--- config.mk ---
export PLATFORM = sky130hd
export DESIGN_NAME = qual_v2_flat
export DESIGN_NICKNAME = d
export VERILOG_FILES = /design/src/rtl/qual_pkg.sv /design/src/rtl/qual_v2_if.sv /design/src/rtl/qual_trig.sv /design/src/rtl/qual_v2.sv /design/src/flat_wrapper.sv
export SDC_FILE = /design/constraint.sdc
export NUM_CORES = 1
export LEC_CHECK = 0
export ABC_CLOCK_PERIOD_IN_PS = 1800
export CORE_UTILIZATION = 45
export CTS_CLUSTER_SIZE = 16
export DETAILED_ROUTE_END_ITERATION = 10
export DONT_BUFFER_PORTS = 1
export HOLD_SLACK_MARGIN = 0.02
export PLACE_DENSITY = 0.6
export REMOVE_ABC_BUFFERS = 1
export SLEW_MARGIN = 30
export SYNTH_ARGS = -nofsm -noshare
export SYNTH_HDL_FRONTEND = slang
export SYNTH_SLANG_ARGS = --single-unit
--- constraint.sdc ---
create_clock -name aclk -period 1.8 [get_ports aclk]
set_input_delay 0.18 -clock aclk [delete_from_list [all_inputs] [get_ports aclk]]
set_output_delay 0.18 -clock aclk [all_outputs]
set_load 0.02 [all_outputs]
--- src/rtl/qual_pkg.sv ---
// Shared types and constants for the qual_v2 trigger qualifier.
//   state_t        : qualifier FSM states
//   QUAL_MODE_*    : combine-mode encodings for the 2-bit mode input
//                    (encoding 3 behaves as QUAL_MODE_EDGE)
package qual_pkg;

  typedef enum logic [2:0] {
    ST_INIT,
    ST_TRIGGER,
    ST_WRITE,
    ST_WRITE_ACK,
    ST_HOLDOFF,
    ST_DONE
  } state_t;

  localparam logic [1:0] QUAL_MODE_OR   = 2'd0;
  localparam logic [1:0] QUAL_MODE_AND  = 2'd1;
  localparam logic [1:0] QUAL_MODE_EDGE = 2'd2;

endpackage

--- src/rtl/qual_v2_if.sv ---
// Write handshake between the trigger qualifier and the memory writer.
//   write     : write request (qualifier -> writer)
//   write_ack : acknowledge   (writer -> qualifier), four-phase
//   trig_vec  : masked channels that caused the current/last write
// Modports: master = qualifier side, slave = memory writer side.
interface qual_v2_if #(
  parameter int unsigned L = 4
);

  logic         write;
  logic         write_ack;
  logic [L-1:0] trig_vec;

  modport master (output write, output trig_vec, input write_ack);
  modport slave  (input write, input trig_vec, output write_ack);

endinterface

--- src/rtl/qual_trig.sv ---
// Trigger combine logic: registers the previous din sample and qualifies
// din against the latched mask in the latched combine mode.
//   aclk, aresetn : clock, synchronous active-low reset
//   din           : raw trigger inputs
//   mask_r        : latched channel mask
//   mode_r        : latched combine mode (qual_pkg::QUAL_MODE_*)
//   trig          : trigger condition this cycle (combinational)
//   hit           : channels that satisfy the condition (rising bits in edge mode)
module qual_trig
  import qual_pkg::*;
#(
  parameter int unsigned L = 4
) (
  input  logic         aclk,
  input  logic         aresetn,
  input  logic [L-1:0] din,
  input  logic [L-1:0] mask_r,
  input  logic [1:0]   mode_r,
  output logic         trig,
  output logic [L-1:0] hit
);

  logic [L-1:0] din_q;
  logic [L-1:0] m;
  logic [L-1:0] rise;

  // Sampled every cycle regardless of FSM state, so an input already high
  // at arm time is never seen as a rising edge.
  always_ff @(posedge aclk) begin
    if (!aresetn) din_q <= '0;
    else          din_q <= din;
  end

  always_comb begin
    m    = din & mask_r;
    rise = din & ~din_q & mask_r;
    trig = 1'b0;
    hit  = m;
    case (mode_r)
      QUAL_MODE_OR:  trig = |m;
      QUAL_MODE_AND: trig = (mask_r != '0) && (m == mask_r);
      default: begin
        trig = |rise;
        hit  = rise;
      end
    endcase
  end

endmodule

--- src/rtl/qual_v2.sv ---
// Trigger qualifier for the capture buffer path. Qualifies L trigger inputs,
// runs a four-phase write/write_ack handshake per qualified trigger, and
// applies a programmable holdoff and write-count limit.
// Optional feature macro: QUAL_ACK_TIMEOUT_EN (ack timeout after TOUT cycles
// in WRITE, sets sticky err and ends in DONE).
//   aclk, aresetn : clock, synchronous active-low reset
//   start         : level arm/abort
//   mask, mode    : channel mask and combine mode, latched at arm
//   holdoff, nmax : idle cycles after each write / write limit (0 = none)
//   din           : trigger inputs
//   bus           : write handshake (write, write_ack, trig_vec)
//   nwrites       : completed writes since arm
//   busy, done    : state decodes
//   err           : sticky ack-timeout flag (0 without the macro)
module qual_v2
  import qual_pkg::*;
#(
  parameter int unsigned L    = 4,
  parameter int unsigned NCNT = 16,
  parameter int unsigned TOUT = 1024
) (
  input  logic            aclk,
  input  logic            aresetn,
  input  logic            start,
  input  logic [L-1:0]    mask,
  input  logic [1:0]      mode,
  input  logic [NCNT-1:0] holdoff,
  input  logic [NCNT-1:0] nmax,
  input  logic [L-1:0]    din,
  qual_v2_if.master       bus,
  output logic [NCNT-1:0] nwrites,
  output logic            busy,
  output logic            done,
  output logic            err
);

  state_t          state, next;
  logic [L-1:0]    mask_r;
  logic [1:0]      mode_r;
  logic [NCNT-1:0] holdoff_r;
  logic [NCNT-1:0] nmax_r;
  logic [NCNT-1:0] hcnt;
  logic [L-1:0]    trig_vec_r;
  logic            trig;
  logic [L-1:0]    hit;
  logic            tout_hit;

  qual_trig #(.L(L)) u_trig (
    .aclk   (aclk),
    .aresetn(aresetn),
    .din    (din),
    .mask_r (mask_r),
    .mode_r (mode_r),
    .trig   (trig),
    .hit    (hit)
  );

  always_ff @(posedge aclk) begin
    if (!aresetn) state <= ST_INIT;
    else          state <= next;
  end

  always_comb begin
    next = state;
    case (state)
      ST_INIT:    if (start) next = ST_TRIGGER;
      ST_TRIGGER: begin
        if (!start)    next = ST_INIT;
        else if (trig) next = ST_WRITE;
      end
      ST_WRITE: begin
        if (bus.write_ack) next = ST_WRITE_ACK;
        else if (tout_hit) next = ST_DONE;
      end
      ST_WRITE_ACK: begin
        // nwrites already includes the write that was just acknowledged
        if (!bus.write_ack) begin
          if (nmax_r != '0 && nwrites == nmax_r) next = ST_DONE;
          else if (holdoff_r != '0)              next = ST_HOLDOFF;
          else                                   next = ST_TRIGGER;
        end
      end
      ST_HOLDOFF: begin
        if (!start)                 next = ST_INIT;
        else if (hcnt == holdoff_r) next = ST_TRIGGER;
      end
      ST_DONE:    if (!start) next = ST_INIT;
      default:    next = ST_INIT;
    endcase
  end

  always_ff @(posedge aclk) begin
    if (!aresetn) begin
      mask_r     <= '0;
      mode_r     <= '0;
      holdoff_r  <= '0;
      nmax_r     <= '0;
      nwrites    <= '0;
      trig_vec_r <= '0;
      hcnt       <= '0;
    end else begin
      if (state == ST_INIT && start) begin
        mask_r    <= mask;
        mode_r    <= mode;
        holdoff_r <= holdoff;
        nmax_r    <= nmax;
        nwrites   <= '0;
      end
      if (state == ST_TRIGGER && next == ST_WRITE) trig_vec_r <= hit;
      if (state == ST_WRITE && bus.write_ack) nwrites <= nwrites + NCNT'(1);
      // Counts 1..holdoff_r while in HOLDOFF; exit when it equals holdoff_r
      hcnt <= (state == ST_HOLDOFF) ? hcnt + NCNT'(1) : NCNT'(1);
    end
  end

  assign bus.write    = (state == ST_WRITE);
  assign bus.trig_vec = trig_vec_r;
  assign busy = (state inside {ST_TRIGGER, ST_WRITE, ST_WRITE_ACK, ST_HOLDOFF});
  assign done = (state == ST_DONE);

`ifdef QUAL_ACK_TIMEOUT_EN
  localparam int unsigned TW = $clog2(TOUT + 1);
  logic [TW-1:0] tcnt;
  logic          err_r;

  // tcnt counts WRITE cycles already completed without an ack
  always_ff @(posedge aclk) begin
    if (!aresetn) begin
      tcnt  <= '0;
      err_r <= 1'b0;
    end else begin
      tcnt <= (state == ST_WRITE) ? tcnt + TW'(1) : '0;
      if (state == ST_INIT && start) err_r <= 1'b0;
      else if (tout_hit)             err_r <= 1'b1;
    end
  end

  assign tout_hit = (state == ST_WRITE) && !bus.write_ack && (tcnt == TW'(TOUT - 1));
  assign err      = err_r;
`else
  logic unused_tout;
  assign unused_tout = |TOUT;
  assign tout_hit    = 1'b0;
  assign err         = 1'b0;
`endif

endmodule

--- src/flat_wrapper.sv ---
// flat-port wrapper written by rule: the top's interface ports become plain ports
module qual_v2_flat import qual_pkg::*;
#(
  parameter int unsigned L    = 4,
  parameter int unsigned NCNT = 16,
  parameter int unsigned TOUT = 1024
)
  (aclk, aresetn, start, mask, mode, holdoff, nmax, din, nwrites, busy, done, err, bus_write, bus_trig_vec, bus_write_ack);
  qual_v2_if #(.L(L)) bus_i ();
  input  logic aclk;
  input  logic aresetn;
  input  logic start;
  input  logic [L-1:0] mask;
  input  logic [1:0] mode;
  input  logic [NCNT-1:0] holdoff;
  input  logic [NCNT-1:0] nmax;
  input  logic [L-1:0] din;
  output logic [NCNT-1:0] nwrites;
  output logic busy;
  output logic done;
  output logic err;
  output wire logic [$bits(bus_i.write)-1:0] bus_write;
  output wire logic [$bits(bus_i.trig_vec)-1:0] bus_trig_vec;
  input wire logic [$bits(bus_i.write_ack)-1:0] bus_write_ack;
  assign bus_write = bus_i.write;
  assign bus_trig_vec = bus_i.trig_vec;
  assign bus_i.write_ack = bus_write_ack;
  qual_v2 #(.L(L), .NCNT(NCNT), .TOUT(TOUT)) u_core (.aclk(aclk), .aresetn(aresetn), .start(start), .mask(mask), .mode(mode), .holdoff(holdoff), .nmax(nmax), .din(din), .bus(bus_i), .nwrites(nwrites), .busy(busy), .done(done), .err(err));
endmodule
==> results by group, run 1 <==
Global routing
  • Initial antenna violation count: 0
  • Largest net degree at the start of global routing: 65
  • First-pass GRT wire length: 15700 um
  • Vias in the first global route: 3384
  • GRT Overall Usage: 0.222
  • GR Overflow Total: 0

Worst setup path
  • Worst setup SP type: register
  • Worst EP required: 2.03 ns
  • Worst path slowest cell: dfxtp_1
  • Levels on crit path: 6
  • FF-to-FF setup slack: around 0.13 ns
  • Cell family with most CP delay: compound AO/OA/AOI/OAI gates
  • Crit path DAT: 1.91 ns
  • Critical path class: reg2reg
  • Launch point of the worst path: u_core.mask_r[0]
  • Worst stage delay on the critical path: approximately 0.35 ns
  • Worst R2R Start: u_core.mask_r[0]
  • CP max FO: 8
  • CP Capture Type: register
  • Worst Path Buf+Inv: 1
  • Cells along the critical path: clkinv_1 > o22ai_1 > o31a_1 > o31ai_4 > o21ai_2 > a311o_1
  • Worst setup path endpoint: u_core.state[0]
  • R2r endpoint: u_core.state[0]
  • Reg2Reg Depth: 6

Timing
  • Final period util: 0.931
  • Setup_tns: 0 ns
  • Hold Fails Final Rpt: 0
  • Final Skew: 0.00951 ns
  • RSZ-0062 raised after global routing: no
  • Final slew viol count: 0
  • Final Setup Violations: 0
  • Final worst slack: 0.125 ns
  • Max_slew headroom: 0.669
  • Crit path time final: 1.67 ns
  • Achievable Freq: 0.597 GHz
  • Slew @ Worst Pin: 0.493 ns

Synth
  • Cells after Synth: 481
  • Asr flop ratio synth: 0
  • Synthesis-stage register bit count: 81
  • EDFF count, synth: 0
  • Synth warn: 0
  • Ys flop type: dfxtp_1
  • Seq/Total Area, Yosys: 0.408
  • Synthesized area: between 0.003 and 0.004 mm2
  • Synth cell types: 49
  • Syn_area_per_cell: 8.25 um2

Clock network
  • Post-CTS setup buffer count: 0
  • Later-pin clock latency in the skew report: 0.35 ns
  • Clock tree from TritonCTS: done
  • Htree depth: 3
  • Clock tree sinks: 81
  • Root buffer cell: clkbuf_8
  • Clock Path Buffers: 2
  • CTS Buf Count: 9
  • Clk slew on worst S/H paths: 0.09 ns

Floorplan
  • Initial Utilization: 0.474
  • Num rows: 33
  • Die Width: 95.9 um
  • Full die area: just over 0.009 mm2
  • Die height: 95.9 um
  • Io pins: 70
  • Core area: 0.00838 mm2

Final layout
  • Number of fillers in the final layout: 768
  • Diode count: 0
  • Most frequent cells in the layout: 112 x nand2_1, 81 x dfxtp_1, 48 x dlygate4sd3_1
  • Area growth, synth to finish: 24.1%
  • Commonest non-fill, non-tap cell in the layout: nand2_1
  • Nets: 593
  • Share of cells above drive strength 1: 0.111

Placed design
  • Hpwl dp: 6580 um
  • IO buf count: 0
  • Final Wtd Congestion: ~0.85
  • Setup Slack @ Placement: between 0.1 and 0.15 ns

Route
  • Drt via density: 5.26
  • DR pass1 iterations: 4
  • Total number of vias: roughly 3.4k
  • Wire length per cell: 14.6 um
  • Routed Antenna Nets: 0
  • Residual DRC: 0
  • DR iter-0 viols: between 100 and 150
  • Routed wire length: 9530 um

Min path
  • Min-delay worst type: in2reg
  • Min-delay src: bus_write_ack

Outcome
  • Outcome: finished, final reports clean

Job
  • Max Cap Viol: 0

Pwr
  • Worst VDD drop: 0.000503 V
  • LEAKAGE: roughly 1.8 nW
  • PwrDens: 803 mW/mm2
-- what timing repair did --
action | 4_1_cts | 5_1_grt
endpoints found under the hold margin | 67 | 0
endpoints found under the setup margin | 0 | 3
hold buffers | 49 | 0
resized for setup | 0 | 3
-- power breakdown --
group / total, mW / internal, mW / leakage (nW) / switching (mW)
sequential: 1.94 / 1.87 / 0.660 / 0.0737
combinational: 0.533 / 0.252 / 1.06 / 0.281
clock: 1.48 / 0.824 / 0.116 / 0.659
total: 3.96 / 2.94 / 1.84 / 1.01
-- worst min path at each step --
stage / endpoint / depth (start not counted) / slack (ns)
after floorplan: u_core.nwrites[11] / 1 / 0.30
after global placement: u_core.u_trig.din_q[3] / 1 / 0.30
after detailed placement: u_core.u_trig.din_q[1] / 1 / 0.30
after CTS: u_core.state[1] / 2 / 0.04
after global routing: u_core.state[1] / 2 / 0.06
final: u_core.state[1] / 2 / 0.06
-- flip-flops by register name, summed over array words and instances, names as in the netlist --
signal               count
u_core.u_trig.din_q      4
u_core.mask_r            4
u_core.hcnt             16
u_core.bus.trig_vec      4
u_core.state             3
u_core.holdoff_r        16
u_core.nwrites          16
u_core.nmax_r           16
u_core.mode_r            2
-- routing by layer --
metal / wire length [um] / vias up / global-route usage
met5: 0 / - / 0
met4: 97 / 0 / 0.0759
met3: 405 / 8 / 0.0513
met2: 4920 / 76 / 0.407
met1: 4110 / 1592 / 0.252
li1: - / 1768 / -
-- area by class of cell --
type                            count  area [um2]  area share
Multi-Input combinational cell    364        2170       0.441
Sequential cell                    81        1620       0.329
Timing Repair Buffer               80         737       0.150
Clock buffer                       10         138      0.0279
Tap cell                          105         131      0.0267
Clock inverter                      6        91.3      0.0185
Inverter                            9        33.8     0.00686
-- Yosys cell counts, types with 2 or more instances --
master    count  share of area
ha_1          2         0.0063
nand3_1      14          0.018
mux2i_1       4          0.010
nand2_1     112           0.11
nand2b_1      2         0.0032
o22ai_1       4         0.0063
clkbuf_1      9         0.0085
and2_1       16          0.025
a31oi_1       4         0.0063
dfxtp_1      81           0.41
or3_1         6         0.0095
a21oi_1      16          0.020
xnor2_1      35          0.077
buf_6         3         0.0085
nor2_1       23          0.022
xor2_1       10          0.022
o21ai_0      14          0.018
nor3b_1       2         0.0038
a41o_2        3         0.0085
nand4b_1      2         0.0044
nand4_1      15          0.024
buf_2        11          0.014
o21ai_1       3         0.0038
buf_4         2         0.0038
inv_1         8         0.0076
nor4_1       10          0.016
and3_1        7          0.011
a21boi_0     42          0.079
-- per-stage QoR --
stage | power, mW | util | hold WS (ns) | std cells | instance area, um2
2_1_floorplan | 2.28 | - | 0.302 | 454 | 3820
3_3_place_gp | 2.40 | 0.499 | 0.303 | 590 | 4180
3_5_place_dp | 2.41 | 0.499 | 0.305 | 590 | 4180
4_1_cts | 4.00 | 0.586 | 0.0403 | 655 | 4910
5_1_grt | 4.16 | 0.588 | 0.0614 | 655 | 4930
6_report | 3.96 | 0.588 | 0.0598 | 655 | 4930
-- kinds of logic (layout without fill, tap and decap cells) --
family / Yosys count / after routing / share of synthesized area
muxes: 4 / 4 / 0.0101
AOI/OAI and AO/OA: 94 / 94 / 0.165
other: 1 / 1 / 0.000945
adders and majority gates: 2 / 2 / 0.00630
buffers and inverters: 36 / 105 / 0.0466
and+or+nand+nor: 218 / 218 / 0.263
DFF: 81 / 81 / 0.408
xor gates and xnor gates: 45 / 45 / 0.0993
No activity file was read; power rests on OpenSTA's default activity.
==> run 2, diff against run 1 <==
Settings changed: CAP_MARGIN set to 15, RECOVER_POWER set to 50.
==> results by group, run 2 (same netlist as run 1, synthesis figures left out) <==
Timing
  • Max_slew headroom: 0.583 (-0.0857)
  • Slew @ Worst Pin: 0.625 ns (+0.132 ns)
  • Final slew viol count: 0 (unchanged)
  • Achievable Freq: 0.594 GHz (-0.44%)
  • Hold Fails Final Rpt: 0 (unchanged)
  • Final period util: 0.935 (+0.00407)
  • Final Skew: 0.0108 ns (+0.00127 ns)
  • RSZ-0062 raised after global routing: no
  • Crit path time final: 1.68 ns (+0.00732 ns)
  • Final Setup Violations: 0 (unchanged)

Worst setup path
  • Worst R2R Start: u_core.mask_r[0]
  • R2r endpoint: u_core.state[0]
  • FF-to-FF setup slack: 0.12 ns (about the same)
  • CP max FO: 8 (unchanged)
  • Crit path DAT: 1.92 ns (about the same)
  • Worst EP required: 2.04 ns (about the same)
  • Reg2Reg Depth: 6 (unchanged)
  • Worst setup SP type: register
  • CP Capture Type: register
  • Critical path class: reg2reg

Route
  • Drt via density: 5.28 (+0.49%)
  • Routed Antenna Nets: 0 (unchanged)
  • Residual DRC: 0 (unchanged)
  • DR iter-0 viols: 148 (+0.68%)
  • Routed wire length: 9590 um (+0.57%)
  • DR pass1 iterations: 4 (unchanged)
  • Wire length per cell: 14.6 um (+0.57%)
  • Total number of vias: 3461 (+0.49%)

Clock network
  • Clock tree sinks: 81 (unchanged)
  • Clk slew on worst S/H paths: 0.09 ns (about the same)
  • Clock tree from TritonCTS: done
  • Root buffer cell: clkbuf_8
  • Htree depth: 3 (unchanged)
  • Post-CTS setup buffer count: 0 (unchanged)
  • Clock Path Buffers: 2 (unchanged)
  • Later-pin clock latency in the skew report: 0.35 ns (about the same)
  • CTS Buf Count: 9 (unchanged)

Pwr
  • Worst VDD drop: 0.000511 V (+1.6%)
  • Fraction of power consumed by the clock network: 0.377 (+0.002)
  • Share of power burned in registers: 0.489 (about the same)
  • Logic pwr share: 0.134 (about the same)
  • LEAKAGE: 1.77 nW (-3.6%)
  • PwrDens: 814 mW/mm2 (+1.4%)
  • Cell Int Power: 2.94 mW (about the same)
  • Net Switching: 1.02 mW (+1.1%)
  • Net Sw Frac: 0.258 (+0.00209)

Placed design
  • Cell Area, Placed: 0.00418 mm2 (unchanged)
  • Final Wtd Congestion: 0.848 (unchanged)
  • IO buf count: 0 (unchanged)
  • Placed instance count: 590 (unchanged)
  • Hpwl dp: 6580 um (unchanged)

Floorplan
  • Initial Utilization: 0.474 (unchanged)
  • Die height: 95.9 um (unchanged)
  • Io pins: 70 (unchanged)
  • Num rows: 33 (unchanged)
  • Full die area: 0.00920 mm2 (unchanged)
  • Die Width: 95.9 um (unchanged)
  • Core area: 0.00838 mm2 (unchanged)

Global routing
  • GRT Overall Usage: 0.222 (unchanged)
  • Initial antenna violation count: 0 (unchanged)
  • Vias in the first global route: 3384 (unchanged)
  • First-pass GRT wire length: 15700 um (unchanged)
  • GR Overflow Total: 0 (unchanged)
  • Largest net degree at the start of global routing: 65 (unchanged)

Final layout
  • Diode count: 0 (unchanged)
  • Most frequent cells in the layout: 112 x nand2_1, 81 x dfxtp_1, 48 x dlygate4sd3_1
  • Final Instance Area: 0.00487 mm2 (-1.1%)
  • Area growth, synth to finish: 22.7%
  • Number of fillers in the final layout: 772 (+0.52%)
  • Share of cells above drive strength 1: 0.0836 (-0.0273)
  • Finished Core Util: 0.581 (-0.00672)
  • Nets: 593 (unchanged)
  • Commonest non-fill, non-tap cell in the layout: nand2_1
  • Post-route insts no fill: 655 (unchanged)

Job
  • Max Cap Viol: 0 (unchanged)

Min path
  • WHS Endpoint: u_core.state[1]
  • Min-delay worst type: in2reg
  • Worst hold path cell count: 2 (unchanged)
  • Min-delay src: bus_write_ack

Outcome
  • Outcome: finished, final reports clean
## run 2: critical path: stages, from the launching register on
cell and delay (ns):
dfxtp_1 0.35, clkinv_1 0.05, o22ai_1 0.07, o31a_1 0.33, o31ai_4 0.34, o21ai_2 0.07, a311o_1 0.34
## run 2: worst max-delay path by stage
stage / start / slack [ns] / end / cells after the start
after global routing: u_core.mask_r[0] / 0.006 / u_core.state[0] / 6
after floorplan: u_core.state[1] / -0.18 / u_core.nwrites[7] / 4
after detailed placement: u_core.hcnt[0] / 0.11 / u_core.hcnt[10] / 5
after global placement: u_core.hcnt[0] / 0.17 / u_core.hcnt[10] / 5
after CTS: u_core.hcnt[0] / 0.1 / u_core.hcnt[12] / 5
final: u_core.mask_r[0] / 0.12 / u_core.state[0] / 6
## run 2: power groups by stage
| stage | Combinational [mW] | Clock, mW | Sequential [mW] |
|---|---|---|---|
| final | 0.533 | 1.49 | 1.94 |
| after CTS | 0.532 | 1.53 | 1.94 |
| after detailed placement | 0.426 | 0 | 1.98 |
| after global routing | 0.598 | 1.60 | 1.95 |
| after floorplan | 0.311 | 0 | 1.97 |
| after global placement | 0.418 | 0 | 1.98 |
## run 2: cell type report
class	instances	area [um2]	share of cell area
clock buffer	10	138	0.0283
clock inverter	6	91.3	0.0188
inverter	9	33.8	0.00694
multi-input combinational	364	2170	0.446
sequential	81	1620	0.333
tap	105	131	0.0270
timing repair buffer	80	681	0.140
## run 2: routing by layer
layer,GRT usage,up-vias,part of all wire
met2,0.407,80,0.52
met3,0.0513,7,0.040
met4,0.0759,0,0.0095
li1,-,1777,-
met1,0.252,1597,0.43
met5,0,-,0
## run 2: repair_timing
| action | in CTS | in global routing |
|---|---|---|
| hold buffers | 49 | 0 |
| setup endpoints to repair | 0 | 3 |
| gates resized for setup | 0 | 3 |
| endpoints found under the hold margin | 67 | 0 |
## run 2: per-stage QoR
stage | hold WS [ns] | TNS [ns] | worst slack (ns) | power, mW
after CTS | 0.0403 | 0 | 0.0980 | 4.00
final | 0.0588 | 0 | 0.118 | 3.97
after global routing | 0.0614 | 0 | 0.00630 | 4.15
after global placement | 0.303 | 0 | 0.170 | 2.40
after detailed placement | 0.305 | 0 | 0.109 | 2.41
after floorplan | 0.302 | -0.606 | -0.179 | 2.28
==> run 3, diff against run 2 <==
Settings changed: ABC_CLOCK_PERIOD_IN_PS 1800 to 2100, CTS_BUF_LIST set to sky130_fd_sc_hd__clkbuf_8.
Clock period 1.8 ns to 2.1 ns, I/O delays scaled along.
==> results by group, run 3 (same netlist as run 1, synthesis figures left out) <==
Clock network
  • Clk slew on worst S/H paths: 0.08 ns (about the same)
  • Htree depth: 3 (unchanged)
  • Clock tree sinks: 81 (unchanged)
  • Later-pin clock latency in the skew report: 0.34 ns (about the same)
  • Root buffer cell: clkbuf_8
  • CTS Buf Count: 9 (unchanged)
  • Clock tree from TritonCTS: done
  • Clock Path Buffers: 2 (unchanged)
  • Post-CTS resize count: 0 (unchanged)

Final layout
  • Nets: 576 (-2.9%)
  • Finished Core Util: 0.558 (-0.0225)
  • Diode count: 0 (unchanged)
  • Share of cells above drive strength 1: 0.0657 (-0.0180)
  • Number of fillers in the final layout: 831 (+7.6%)
  • Most frequent cells in the layout: 112 x nand2_1, 81 x dfxtp_1, 42 x a21boi_0, 42 x dlygate4sd3_1, 35 x xnor2_1
  • Commonest non-fill, non-tap cell in the layout: nand2_1
  • Area growth, synth to finish: 17.9%

Min path
  • Min-delay src: holdoff[11]
  • Min-delay worst type: in2reg

Worst setup path
  • Crit path DAT: 2.12 ns (+0.20 ns)
  • Cells along the critical path: and2b_1 > o21ai_1 > o21ai_2 > a311o_1
  • Worst stage delay on the critical path: 0.54 ns (+0.19 ns)
  • Worst path slowest cell: dfxtp_1
  • Worst R2R Start: u_core.state[1]
  • Worst EP required: 2.33 ns (+0.29 ns)
  • CP Capture Type: register
  • CP max FO: 13 (+5)
  • Worst setup SP type: register
  • Launch point of the worst path: u_core.state[1]
  • Critical path class: reg2reg

Global routing
  • GR Overflow Total: 0 (unchanged)
  • First-pass GRT wire length: 15700 um (about the same)
  • Initial antenna violation count: 0 (unchanged)
  • Vias in the first global route: 3293 (-2.7%)
  • Largest net degree at the start of global routing: 63 (-3.1%)
  • GRT Overall Usage: 0.222 (-0.000261)

Timing
  • Achievable Freq: 0.528 GHz (-11%)
  • Final Skew: 0.00767 ns (-0.00311 ns)
  • Crit path time final: 1.89 ns (+0.210 ns)
  • Hold Fails Final Rpt: 0 (unchanged)
  • Final period util: 0.901 (-0.0333)
  • RSZ-0062 raised after global routing: no
  • Slew @ Worst Pin: 0.605 ns (-0.0202 ns)
  • Final slew viol count: 0 (unchanged)
  • Max_slew headroom: 0.594 (+0.0110)
  • Final Setup Violations: 0 (unchanged)
  • Final worst slack: 0.207 ns (+0.0895 ns)
  • Setup_tns: 0 ns (unchanged)

Floorplan
  • Io pins: 70 (unchanged)
  • Num rows: 33 (unchanged)
  • Full die area: 0.00920 mm2 (unchanged)
  • Die Width: 95.9 um (unchanged)
  • Die height: 95.9 um (unchanged)
  • Core area: 0.00838 mm2 (unchanged)
  • Initial Utilization: 0.474 (unchanged)

Placed design
  • Final Wtd Congestion: 0.842 (-0.71%)
  • IO buf count: 0 (unchanged)
  • Setup Slack @ Placement: 0.339 ns (+0.230 ns)
  • Hpwl dp: 6660 um (+1.2%)

Route
  • Residual DRC: 0 (unchanged)
  • Drt via density: 5.29 (about the same)
  • DR iter-0 viols: 115 (-22%)
  • DR pass1 iterations: 4 (unchanged)
  • Routed wire length: 9530 um (-0.58%)
  • Total number of vias: 3373 (-2.5%)
  • Wire length per cell: 14.9 um (+2.1%)
  • Routed Antenna Nets: 0 (unchanged)

Pwr
  • Worst VDD drop: 0.000459 V (-10%)
  • Cell Int Power: 2.40 mW (-18%)
  • Net Switching: 849 uW (-17%)
  • Logic pwr share: 0.130 (-0.004)
  • Fraction of power consumed by the clock network: 0.357 (-0.020)
  • LEAKAGE: 1.68 nW (-4.8%)
  • Net Sw Frac: 0.261 (+0.00258)
  • PwrDens: 695 mW/mm2 (-15%)
  • Share of power burned in registers: 0.513 (+0.024)

Job
  • Max Cap Viol: 0 (unchanged)

Outcome
  • Outcome: finished, final reports clean
==> run 3: per-stage QoR <==
step	instance area [um2]	hold slack (ns)	total power, mW	cells
after global routing	4680	0.0246	3.43	638
final	4680	0.0363	3.25	638
after CTS	4750	0.0203	3.31	638
after floorplan	3820	0.332	1.95	454
after global placement	4100	0.332	2.05	579
after detailed placement	4100	0.335	2.06	579
==> run 3: layout make-up <==
type / instances / area (um2) / share of cell area
inverters: 9 / 33.8 / 0.00722
flip-flops and latches: 81 / 1620 / 0.346
well taps: 105 / 131 / 0.0281
clock inverters: 5 / 55.1 / 0.0118
repair buffers: 63 / 544 / 0.116
clock buffers: 11 / 151 / 0.0323
multi-input cells: 364 / 2140 / 0.458
==> run 3: power by group through the flow <==
stage                     combinational, mW  sequential [mW]  clock, mW
after CTS                             0.439             1.67       1.20
after detailed placement              0.355             1.71          0
final                                 0.423             1.67       1.16
after global routing                  0.480             1.68       1.27
after floorplan                       0.267             1.69          0
after global placement                0.349             1.70          0
==> run 3: critical path, delay by kind of cell, from the launching register on <==
kind            cells  cell delay, ns
compound gates      3            0.97
flops               1            0.54
simple gates        1            0.27
==> run 3: what timing repair did <==
item / CTS / global route
buffers inserted: 0 / 0
hold endpoints to repair: 64 / 0
hold buffers: 43 / 0
==> run 3: final timing paths <==
kind | end | slack (ns) | depth (start not counted)
min reg2reg | u_core.nmax_r[13] | 0.49 | 2
max | u_core.state[0] | 0.21 | 4
max reg2reg | u_core.state[0] | 0.21 | 4
min | u_core.holdoff_r[11] | 0.04 | 2
==> run 3: metal layers <==
layer	up-vias	part of all wire	routed length [um]	global-route usage
met5	-	0	0	0
met4	0	0.0082	78	0.0597
met3	6	0.032	308	0.0474
met2	56	0.51	4850	0.399
met1	1584	0.45	4290	0.267
li1	1727	-	-	-
